### src/rtl/puf_engine_arbiter.sv
`default_nettype none
// ============================================================================
// Module   : puf_engine_arbiter
// Purpose  : Round-robin arbiter sharing one iterative 64-bit PUF/LFSR engine
//            between NUM_REQ requesters. It returns a tagged response and
//            flags requesters whose wait exceeds MAX_WAIT cycles.
// Options  : define PUF_WHITEN_EN to add a one-cycle output whitening step.
// Revision : 1.0  initial release
// ============================================================================
module puf_engine_arbiter #(
  parameter int NUM_REQ    = 3,
  parameter int PUF_ROUNDS = 64,
  parameter int MAX_WAIT   = 10
) (
  input  logic                  clk,
  input  logic                  rst_n,
  input  logic [NUM_REQ-1:0]    req,
  input  logic [NUM_REQ*64-1:0] challenge,
  output logic [NUM_REQ-1:0]    gnt,
  output logic                  busy,
  output logic                  rsp_valid,
  output logic [2:0]            rsp_id,
  output logic [63:0]           rsp_data,
  output logic [NUM_REQ-1:0]    stale
);

  localparam int                IDX_W      = (NUM_REQ > 1) ? $clog2(NUM_REQ) : 1;
  localparam int                WAIT_W     = $clog2(MAX_WAIT + 2);
  localparam logic [WAIT_W-1:0] WAIT_SAT   = WAIT_W'(MAX_WAIT + 1);
  localparam logic [WAIT_W-1:0] WAIT_LIM   = WAIT_W'(MAX_WAIT);
  localparam logic [7:0]        LAST_ROUND = 8'(PUF_ROUNDS - 1);
`ifdef PUF_WHITEN_EN
  localparam logic [63:0]       WHITEN_KEY = 64'hA5A5_A5A5_A5A5_A5A5;
`endif

  typedef enum logic [1:0] {
    S_IDLE,
    S_RUN,
`ifdef PUF_WHITEN_EN
    S_WHITEN,
`endif
    S_DONE
  } state_t;

  state_t             state_q, state_d;
  logic [7:0]         round_q, round_d;
  logic [2:0]         ptr_q, ptr_d;
  logic [2:0]         owner_q, owner_d;
  logic [63:0]        eng_q, eng_d;
  logic [NUM_REQ-1:0] gnt_q, gnt_d;
  logic [2:0]         rsp_id_q, rsp_id_d;
  logic [63:0]        rsp_data_q, rsp_data_d;
  logic [2:0]         win;
  logic               win_vld;
  logic [63:0]        lfsr_next;

  assign lfsr_next = {eng_q[62:0], eng_q[63] ^ eng_q[62] ^ eng_q[60] ^ eng_q[59]};

  // Round-robin search: first requesting index above the last winner, wrapping.
  always_comb begin
    int idx;
    idx     = 0;
    win     = '0;
    win_vld = 1'b0;
    for (int i = 1; i <= NUM_REQ; i++) begin
      idx = int'(ptr_q) + i;
      if (idx >= NUM_REQ) idx = idx - NUM_REQ;
      if (!win_vld && req[IDX_W'(idx)]) begin
        win     = 3'(idx);
        win_vld = 1'b1;
      end
    end
  end

  // Next-state and datapath: grant in IDLE, shift in RUN, publish on entry to DONE.
  always_comb begin
    state_d    = state_q;
    round_d    = round_q;
    ptr_d      = ptr_q;
    owner_d    = owner_q;
    eng_d      = eng_q;
    gnt_d      = '0;
    rsp_id_d   = rsp_id_q;
    rsp_data_d = rsp_data_q;
    unique case (state_q)
      S_IDLE: begin
        if (win_vld) begin
          state_d = S_RUN;
          round_d = '0;
          ptr_d   = win;
          owner_d = win;
          eng_d   = 64'(challenge >> {win, 6'd0});
          gnt_d   = NUM_REQ'(1) << win;
        end
      end
      S_RUN: begin
        eng_d   = lfsr_next;
        round_d = round_q + 8'd1;
        if (round_q == LAST_ROUND) begin
`ifdef PUF_WHITEN_EN
          state_d    = S_WHITEN;
`else
          state_d    = S_DONE;
          rsp_id_d   = owner_q;
          rsp_data_d = lfsr_next;
`endif
        end
      end
`ifdef PUF_WHITEN_EN
      S_WHITEN: begin
        eng_d      = eng_q ^ WHITEN_KEY ^ {61'd0, owner_q};
        state_d    = S_DONE;
        rsp_id_d   = owner_q;
        rsp_data_d = eng_q ^ WHITEN_KEY ^ {61'd0, owner_q};
      end
`endif
      S_DONE:  state_d = S_IDLE;
      default: state_d = S_IDLE;
    endcase
  end

  // Engine, arbitration pointer and response registers.
  always_ff @(posedge clk or negedge rst_n) begin
    if (!rst_n) begin
      state_q    <= S_IDLE;
      round_q    <= '0;
      ptr_q      <= 3'(NUM_REQ - 1);
      owner_q    <= '0;
      eng_q      <= '0;
      gnt_q      <= '0;
      rsp_id_q   <= '0;
      rsp_data_q <= '0;
    end else begin
      state_q    <= state_d;
      round_q    <= round_d;
      ptr_q      <= ptr_d;
      owner_q    <= owner_d;
      eng_q      <= eng_d;
      gnt_q      <= gnt_d;
      rsp_id_q   <= rsp_id_d;
      rsp_data_q <= rsp_data_d;
    end
  end

  for (genvar r = 0; r < NUM_REQ; r++) begin : g_wait
    logic [WAIT_W-1:0] wait_q, wait_d;
    logic              stale_q;

    // Saturating wait counter; cleared when the request drops or is granted.
    always_comb begin
      wait_d = wait_q;
      if (!req[r] || gnt_d[r]) wait_d = '0;
      else if (wait_q != WAIT_SAT) wait_d = wait_q + 1'b1;
    end

    // Registered staleness flag follows the updated counter.
    always_ff @(posedge clk or negedge rst_n) begin
      if (!rst_n) begin
        wait_q  <= '0;
        stale_q <= 1'b0;
      end else begin
        wait_q  <= wait_d;
        stale_q <= (wait_d > WAIT_LIM);
      end
    end

    assign stale[r] = stale_q;
  end

  assign gnt       = gnt_q;
  assign busy      = (state_q != S_IDLE);
  assign rsp_valid = (state_q == S_DONE);
  assign rsp_id    = rsp_id_q;
  assign rsp_data  = rsp_data_q;

endmodule
`default_nettype wire

### config.mk
export PLATFORM = sky130hd
export DESIGN_NAME = puf_engine_arbiter
export DESIGN_NICKNAME = d
export VERILOG_FILES = /design/src/rtl/puf_engine_arbiter.sv
export SDC_FILE = /design/constraint.sdc
export NUM_CORES = 1
export LEC_CHECK = 0
export ABC_AREA = 1
export BUFFER_PORTS_ARGS = -buffer_cell sky130_fd_sc_hd__buf_2
export CELL_PAD_IN_SITES_DETAIL_PLACEMENT = 1
export CELL_PAD_IN_SITES_GLOBAL_PLACEMENT = 2
export CORE_ASPECT_RATIO = 0.5
export CORE_MARGIN = 2
export CORE_UTILIZATION = 28
export DETAILED_ROUTE_END_ITERATION = 10
export MAX_ROUTING_LAYER = met4
export PLACE_DENSITY_LB_ADDON = 0.1
export SYNTH_ARGS = -nofsm -noshare
export SYNTH_HDL_FRONTEND = slang
export SYNTH_SLANG_ARGS = --single-unit
### constraint.sdc
create_clock -name clk -period 2.7 [get_ports clk]
set_input_delay 0.54 -clock clk [delete_from_list [all_inputs] [get_ports clk]]
set_output_delay 0.54 -clock clk [all_outputs]
set_load 0.1 [all_outputs]
==> results summary, run 1 <==
The final critical-path required period is 2.824 ns. The first global-routing pass estimated 53560 um of wire. Clock-pin slew was measured on the worst setup and hold paths at 0.06 ns. The number of antenna violations at the first check in global routing came out at 1. The routed length per instance is 18.99 um.

The number of synthesized flops with an enable pin is 0. Counting every net in the synthesized netlist gives 1346. The part of the power in combinational logic came out at 10.9%.

TritonCTS built the clock tree. The data arrival time at the worst-slack endpoint is 3.19 ns. The prevailing post-synth register cell is sky130_fd_sc_hd__dfrtp_1. Power spread over the standard cell area amounts to 468.1 mW/mm^2. The congestion estimate from routability-driven global placement came to 0.8236. The post-layout instance count excluding filler cells is 1853. Of the available clock period, the critical path in the final layout requires 104.6%. The internal power summed over all cells is 4.207 mW. The net switching power is 1.414 mW.

The top-level I/O count came out at 272. The final reports fail on negative setup slack. The worst hold-check path type is in -> async. Counting instances in the post-synthesis netlist gives the leading cell types as sky130_fd_sc_hd__nand2_1 (528), sky130_fd_sc_hd__dfrtp_1 (162), sky130_fd_sc_hd__nand3_1 (90), sky130_fd_sc_hd__inv_1 (75), sky130_fd_sc_hd__o21ai_0 (58).

The pin count of the biggest net entering global routing came out at 104. The tightest slew margin relative to the limit came out at 60.53%. For the final routed database, the setup TNS stands at -3.684 ns. The number of violations reported at the end of detailed-routing iteration 0 came out at 513. The cell that appears most often on the critical path is sky130_fd_sc_hd__nand2_2. The number of max-slew violations in the final report is 0.

For this run, the register share of the synthesized area comes to 47.91%. The total placed cells including tap cells is 1786. The data required time at the worst endpoint is 3.07 ns. For the worst-skew pair, the clock arrives at the later sink with an insertion delay of 0.45 ns. For this run, asynchronously set or reset flops after synthesis account for 100.0%.

The top cell type's share of synthesized area came out at 47.60%. The total routing resource utilization after global routing came out at 22.91%. The remaining global-route overflow is 0. The average instance in the mapped netlist occupies 7.491 um^2. By instance count, the leading cell after synthesis is sky130_fd_sc_hd__nand2_1. The largest fanout on the critical path came out at 13.

The final hold violation count came out at 0. The via count of the first global-routing pass came to 9111. The utilization after layout is 39.86%. The run finished, with violations left. The sum of net half-perimeters after detailed placement came out at 24210 um. In this run, synthesis produced a sequential element count of 163. For this configuration, the core starts out at a cell density of 28.27%.

Between clock sinks in the finished design, the worst skew comes to 0.01062 ns. The share of layout cells above drive strength 1 is 32.42%. The instance area at placement is 0.01048 mm^2. The count of yosys warnings during synthesis is 0.

After filler insertion, the fill cell instance count of the layout stands at 3694. Of the total power, the share spent switching nets is 25.16%. For this run, the post-layout net count is 1651. The die outline width came out at 250.6 um. The maximum clock frequency is 0.3541 GHz. The via count is 8670. The initialized floorplan defines 45 standard-cell rows. The cell leakage power came out at 6.374 nW.

The share of total power in the clock network came out at 45.2%. The number of buffer cells added on primary ports came out at 271. The setup-violating endpoint count in the final report is 72. Relative to the synthesized area, the layout overhead comes to 40.99%.

The distinct cell type count after synthesis is 31. In this run the remaining antenna-violating nets after routing total 0. Among all stages on the critical path, the largest delay is contributed by sky130_fd_sc_hd__dfstp_2. By startpoint and endpoint, the worst setup path is classified as reg -> reg.

The cell area after synthesis came out at 0.008517 mm^2. The kind of start point of the critical path is a flip-flop. Summed over all instances, the cell type with the most area after synthesis is sky130_fd_sc_hd__dfrtp_1. In this run, CTS created clock tree buffers numbering 17.

The die covers 0.03191 mm^2. The part of the total power dissipated in sequential elements came out at 43.8%. The largest incremental delay on the critical path came out at 0.56 ns. The buffer levels on the longest clock path is 2. The clock tree synthesis step divided the H-tree into 4 levels. In the synthesized netlist, the number of instances is 1137.

The clock net sink count is 163. The type of destination of the critical path is a flip-flop. The signal on the critical path passes through clkinvlp_4 > buf_6 > ha_4 > inv_4 > nand2_2 > nand3b_1 > nand4_1 > nand2_2 > nor2_4 > nand3_2 > nand2_4 > buf_4 > buf_12 > nand2_1 > nand3_2 > nand2_2 > a21oi_1. In the routed design, unresolved DRC markers number 0. The final layout contains routed wiring with a total length of 35190 um.

VDD sags by at most 0.4583 mV. Setup repair after global routing could not meet its margin everywhere. The slew at the pin closest to its max-slew limit came out at 0.5920 ns. After routing the design area is 0.01201 mm^2. By area the synthesized netlist is led by sky130_fd_sc_hd__dfrtp_1 (48%), sky130_fd_sc_hd__nand2_1 (23%), sky130_fd_sc_hd__nand3_1 (5.3%). The depth of the worst register-to-register path came out at 17. The worst path setup slack after routing is -0.1241 ns. In the routed layout, each cell is associated on average with a via count of 4.679. In this run the clock root is driven by a sky130_fd_sc_hd__clkbuf_16. The total area inside the core boundary comes to 0.03012 mm^2. After clock tree synthesis, the flow added hold-fix buffers numbering 0.

The vertical die dimension came out at 127.3 um. The tool flagged a number of max-cap violations equal to 0. The pre-antenna-repair detailed-routing pass consisted of 5 iterations.
cell usage in the layout (no fill, tap or decap), types with 15 or more instances in the layout:
master / synthesis / final
sky130_fd_sc_hd__o22ai_1: 22 / 22
sky130_fd_sc_hd__o21ai_0: 58 / 54
sky130_fd_sc_hd__nand4_1: 15 / 15
sky130_fd_sc_hd__buf_4: 15 / 36
sky130_fd_sc_hd__buf_2: 15 / 270
sky130_fd_sc_hd__nand3_2: 1 / 22
sky130_fd_sc_hd__nor2_1: 29 / 29
sky130_fd_sc_hd__nand2_2: 12 / 25
sky130_fd_sc_hd__dfrtp_1: 162 / 162
sky130_fd_sc_hd__clkbuf_16: 0 / 18
sky130_fd_sc_hd__buf_12: 0 / 19
sky130_fd_sc_hd__inv_1: 75 / 71
sky130_fd_sc_hd__nand2_1: 528 / 504
sky130_fd_sc_hd__nand3_1: 90 / 68
worst paths after layout:
check,end,slack [ns],from
worst max-delay path,eng_q[0],-0.12,ptr_q[1]
worst min-delay path,rsp_data[36],0.01,rst_n
worst max register to register,eng_q[0],-0.12,ptr_q[1]
worst min register to register,rsp_data[22],0.48,rsp_data[22]
max in group asynchronous,ptr_q[1],1.91,rst_n
min in group clk,eng_q[32],0.30,challenge[96]
power by group through the flow:
| stage | Combinational, mW | Sequential (mW) | Clock [mW] |
|---|---|---|---|
| after global placement | 0.517 | 2.51 | 0 |
| after floorplan | 0.220 | 2.51 | 0 |
| after global routing | 0.686 | 2.46 | 2.69 |
| final | 0.615 | 2.46 | 2.54 |
| after detailed placement | 0.529 | 2.51 | 0 |
| after CTS | 0.611 | 2.46 | 2.60 |
timing repair:
item,in CTS,in global routing
setup endpoints to repair,80,92
pin swaps,9,7
cloned,8,1
endpoints found under the hold margin,0,0
buffers inserted,28,4
gates resized for setup,74,49
worst max-delay path, delay by kind of cell, from the launching register on:
| kind | cells | cell delay (ns) |
|---|---|---|
| buf+inv | 5 | 0.64 |
| simple gates | 10 | 1.13 |
| fa+ha+maj | 1 | 0.28 |
| compound gates | 1 | 0.14 |
| flops | 1 | 0.56 |
logic make-up (layout without fill, tap and decap cells):
group           after synthesis  after routing  share of synthesized area (%)
other cells                   0              1                              0
simple gates                690            690                          33.19
fa+ha+maj                    12             12                          1.763
flops                       163            163                          47.91
buf+inv                     142            458                          8.051
compound gates              116            116                          7.654
xor+xnor                     14             14                          1.440
metrics by stage:
stage / hold slack [ns] / power [mW] / worst slack (ns)
2_1_floorplan: 0.2444 / 2.728 / 0.2767
3_3_place_gp: 0.4587 / 3.025 / -0.05224
3_5_place_dp: 0.4605 / 3.039 / -0.1564
6_report: 0.01289 / 5.621 / -0.1241
4_1_cts: 0.01825 / 5.676 / -0.07849
5_1_grt: 0.02827 / 5.836 / -0.3090
final cells by class:
type                    count  area (um^2)  area share (%)
well taps                 399        499.2           4.158
inverters                  83        332.8           2.772
multi-input cells         832         4135           34.44
diodes                      1        2.502         0.02084
flip-flops and latches    163         4080           33.98
clock inverters            11        136.4           1.136
clock buffers              19        452.9           3.772
repair buffers            345         2369           19.72
metal layers:
layer	vias up	global-route usage, %	share of wire [%]
met3	36	3.504	3.3
met4	0	5.495	1.2
met1	4272	30.77	48
li1	4211	-	-
met2	151	36.55	47
met5	-	-	0
registers in the layout, summed over array words and instances (netlist names):
| signal | cells |
|---|---|
| eng_q | 64 |
| g_wait.stale_q | 3 |
| g_wait.wait_q | 12 |
| gnt | 3 |
| owner_q | 1 |
| ptr_q | 3 |
| round_q | 8 |
| rsp_data | 64 |
| rsp_id | 3 |
| state_q | 2 |
Power figures use the tool's default switching activity.
==> run 2: changes to the inputs <==
==> constraint.sdc (replaced) <==
create_clock -name clk -period 2.7 [get_ports clk]
set_input_delay 0.405 -clock clk [delete_from_list [all_inputs] [get_ports clk]]
set_output_delay 0.405 -clock clk [all_outputs]
set_load 0.1 [all_outputs]
==> results summary, run 2 (same netlist as run 1, synthesis figures left out) <==
Clock tree synthesis inserted a total of 17 buffers. The depth of the worst register-to-register path came out at 17. The buffer levels on the longest clock path came out at 2.

The total routing resource utilization after global routing is 22.09%. The count of TritonRoute iterations in the first routing pass came out at 6. The pin count of the biggest net entering global routing came out at 104. The worst path setup slack after routing is -0.1576 ns. After layout, the worst path uses 105.8% of the clock period. The H-tree depth came out at 4. The data required time at the worst endpoint came out at 3.03 ns.

The type of destination of the critical path is a flip-flop. The die is 250.6 um wide. The routability congestion estimate from global placement came out at 0.8116.

The maximum resistive drop on vdd came out at 0.4771 mV. The maximum clock frequency came out at 0.3499 GHz. The remaining global-route overflow is 0. STA classifies the critical path startpoint as a flip-flop. The floorplan step defined a die boundary enclosing 0.03191 mm^2. The slew at the pin closest to its max-slew limit came out at 0.6637 ns. The worst-case setup slack after placement is -0.1428 ns. The setup clock skew after layout came out at 0.007532 ns.

The via count came out at 8821. The max-cap check violation count came out at 0. Setup violations remaining at the end of the flow were counted as 77. The largest fanout on the critical path came out at 7. The top cell types in the final layout, fill and taps aside, are sky130_fd_sc_hd__nand2_1 (472), sky130_fd_sc_hd__buf_2 (270), sky130_fd_sc_hd__dfrtp_1 (162). TritonCTS built the clock tree.

The total power density per cell area is 469.3 mW/mm^2. The vertical die dimension is 127.3 um. The buffer cell driving the clock tree root is sky130_fd_sc_hd__clkbuf_16. The run finished, with violations left. Leaving out fill and tap cells, the most frequent cell in the layout is sky130_fd_sc_hd__nand2_1. In the final routed layout, each cell accounts on average for 19.99 um. In this run, the number of DRC markers left after iteration 0 of detailed routing was 432.

Once the floorplan was initialized, standard cells occupied 28.27% of the core. Detailed placement finished with a half-perimeter wire length of 24060 um. After clock tree synthesis, the clock-pin slew on the worst setup and hold paths is 0.07 ns. The worst hold path depth came out at 3.

The via count of the first global-routing pass is 9186. The aggregate routed wire length is 37090 um. The first global-routing pass estimated 52080 um of wire.

The clock net sink count is 163. Port buffering added 271 buffers. The number of antenna violations at the first check in global routing is 1. The final critical-path required period is 2.858 ns. The summed area of non-filler cells in the final layout came out at 0.01231 mm^2. The clock latency on the worst-skew pair is 0.45 ns.

The total core area is 0.03012 mm^2. The utilization after layout is 40.86%. The instance area at placement came out at 0.01047 mm^2. The final net count is 1655.

The detailed-route DRC error count came out at 0. The routed via count divided by cell count came out at 4.753. The share of layout cells above drive strength 1 came out at 35.51%. The floorplan row count came out at 45. The final hold violation count came out at 0. Compared with the post-synthesis result, the final layout area differs by 44.50%. The number of max-slew violations in the final report is 0. The count of nets left with antenna violations once routing finished came out at 0. The cell leakage power came out at 6.611 nW.

The worst setup path category is reg -> reg. The final reports fail on negative setup slack. The data arrival time at the worst-slack endpoint came out at 3.19 ns. In this run the worst hold path is classified as in -> reg. In this run the tightest slew margin relative to its limit is 55.35%. 272 I/O pins were placed.

Setup repair after global routing could not meet its margin everywhere.
run 2: changes by cell type in the layout (fill, tap and decap cells not counted), moves of 5 or more:
cell / previous run / this run
sky130_fd_sc_hd__nand2_2: 25 / 47
sky130_fd_sc_hd__clkbuf_16: 18 / 29
sky130_fd_sc_hd__clkinv_2: 6 / 1
sky130_fd_sc_hd__a21oi_2: 9 / 2
sky130_fd_sc_hd__nand3_1: 68 / 55
sky130_fd_sc_hd__a21oi_1: 9 / 18
sky130_fd_sc_hd__nand2_4: 9 / 20
sky130_fd_sc_hd__nand3_2: 22 / 34
sky130_fd_sc_hd__o21ai_2: 2 / 7
sky130_fd_sc_hd__nand2_1: 504 / 472
run 2: cell type report:
cell class              instances  area, um^2
clock inverters                 4       95.09
clock buffers                  25       515.5
flip-flops and latches        163        4080
diodes                          1       2.502
inverters                      83       337.8
fillers                      3730       17820
repair buffers                349        2471
well taps                     399       499.2
multi-input cells             832        4305
run 2: metrics by stage:
stage	hold WS (ns)	total power [mW]	cells	setup TNS [ns]
4_1_cts	0.1463	5.683	1822	-2.772
2_1_floorplan	0.1094	2.728	1137	0
5_1_grt	0.1818	5.997	1856	-22.55
6_report	0.1711	5.776	1856	-7.888
3_5_place_dp	0.3663	3.035	1784	-6.063
3_3_place_gp	0.3644	3.023	1784	-0.3267
run 2: power breakdown:
| part | internal [mW] | switching [mW] | leakage (nW) |
|---|---|---|---|
| Sequential | 2.45 | 0.0104 | 2.16 |
| Combinational | 0.307 | 0.394 | 4.15 |
| Clock | 1.59 | 1.02 | 0.301 |
| Total | 4.35 | 1.43 | 6.61 |
run 2: path summary, 6_finish.rpt:
path / startpoint / end / slack [ns]
min in group asynchronous: rst_n / g_wait[0].wait_q[2] / 0.45
max: ptr_q[1] / eng_q[37] / -0.16
max in group asynchronous: rst_n / ptr_q[1] / 1.49
max reg2reg: ptr_q[1] / eng_q[37] / -0.16
min: challenge[66] / eng_q[2] / 0.17
min reg2reg: rsp_data[63] / rsp_data[63] / 0.48
run 2: timing repair:
item                                    CTS  global route
pin swaps                                 0            28
resized for setup                        19           149
hold buffers                              1             0
hold endpoints to repair                 42             0
cloned                                    2            15
setup buffers                             6            20
endpoints found under the setup margin   88            94
run 2: critical path, stage by stage (launching register included):
cell                         delay (ns)
sky130_fd_sc_hd__dfstp_2           0.55
sky130_fd_sc_hd__clkinvlp_4        0.13
sky130_fd_sc_hd__buf_6             0.14
sky130_fd_sc_hd__ha_4              0.29
sky130_fd_sc_hd__inv_4             0.04
sky130_fd_sc_hd__nand2_2           0.06
sky130_fd_sc_hd__nand3b_1          0.12
sky130_fd_sc_hd__nand4_1           0.14
sky130_fd_sc_hd__nand2_2           0.10
sky130_fd_sc_hd__nor2_4            0.21
sky130_fd_sc_hd__nand3_2           0.11
sky130_fd_sc_hd__nand2_4           0.13
sky130_fd_sc_hd__nor2_4            0.06
sky130_fd_sc_hd__buf_12            0.15
sky130_fd_sc_hd__clkbuf_16         0.17
sky130_fd_sc_hd__nand2_2           0.06
sky130_fd_sc_hd__nand3_2           0.06
sky130_fd_sc_hd__a21o_1            0.18
run 2: layer usage:
| layer | track usage [%] | routed length [um] | vias to the layer above |
|---|---|---|---|
| met5 | - | 0 | - |
| met4 | 5.319 | 503 | 0 |
| met3 | 3.525 | 1472 | 34 |
| met2 | 36.68 | 17850 | 167 |
| met1 | 28.46 | 17260 | 4396 |
| li1 | - | - | 4224 |
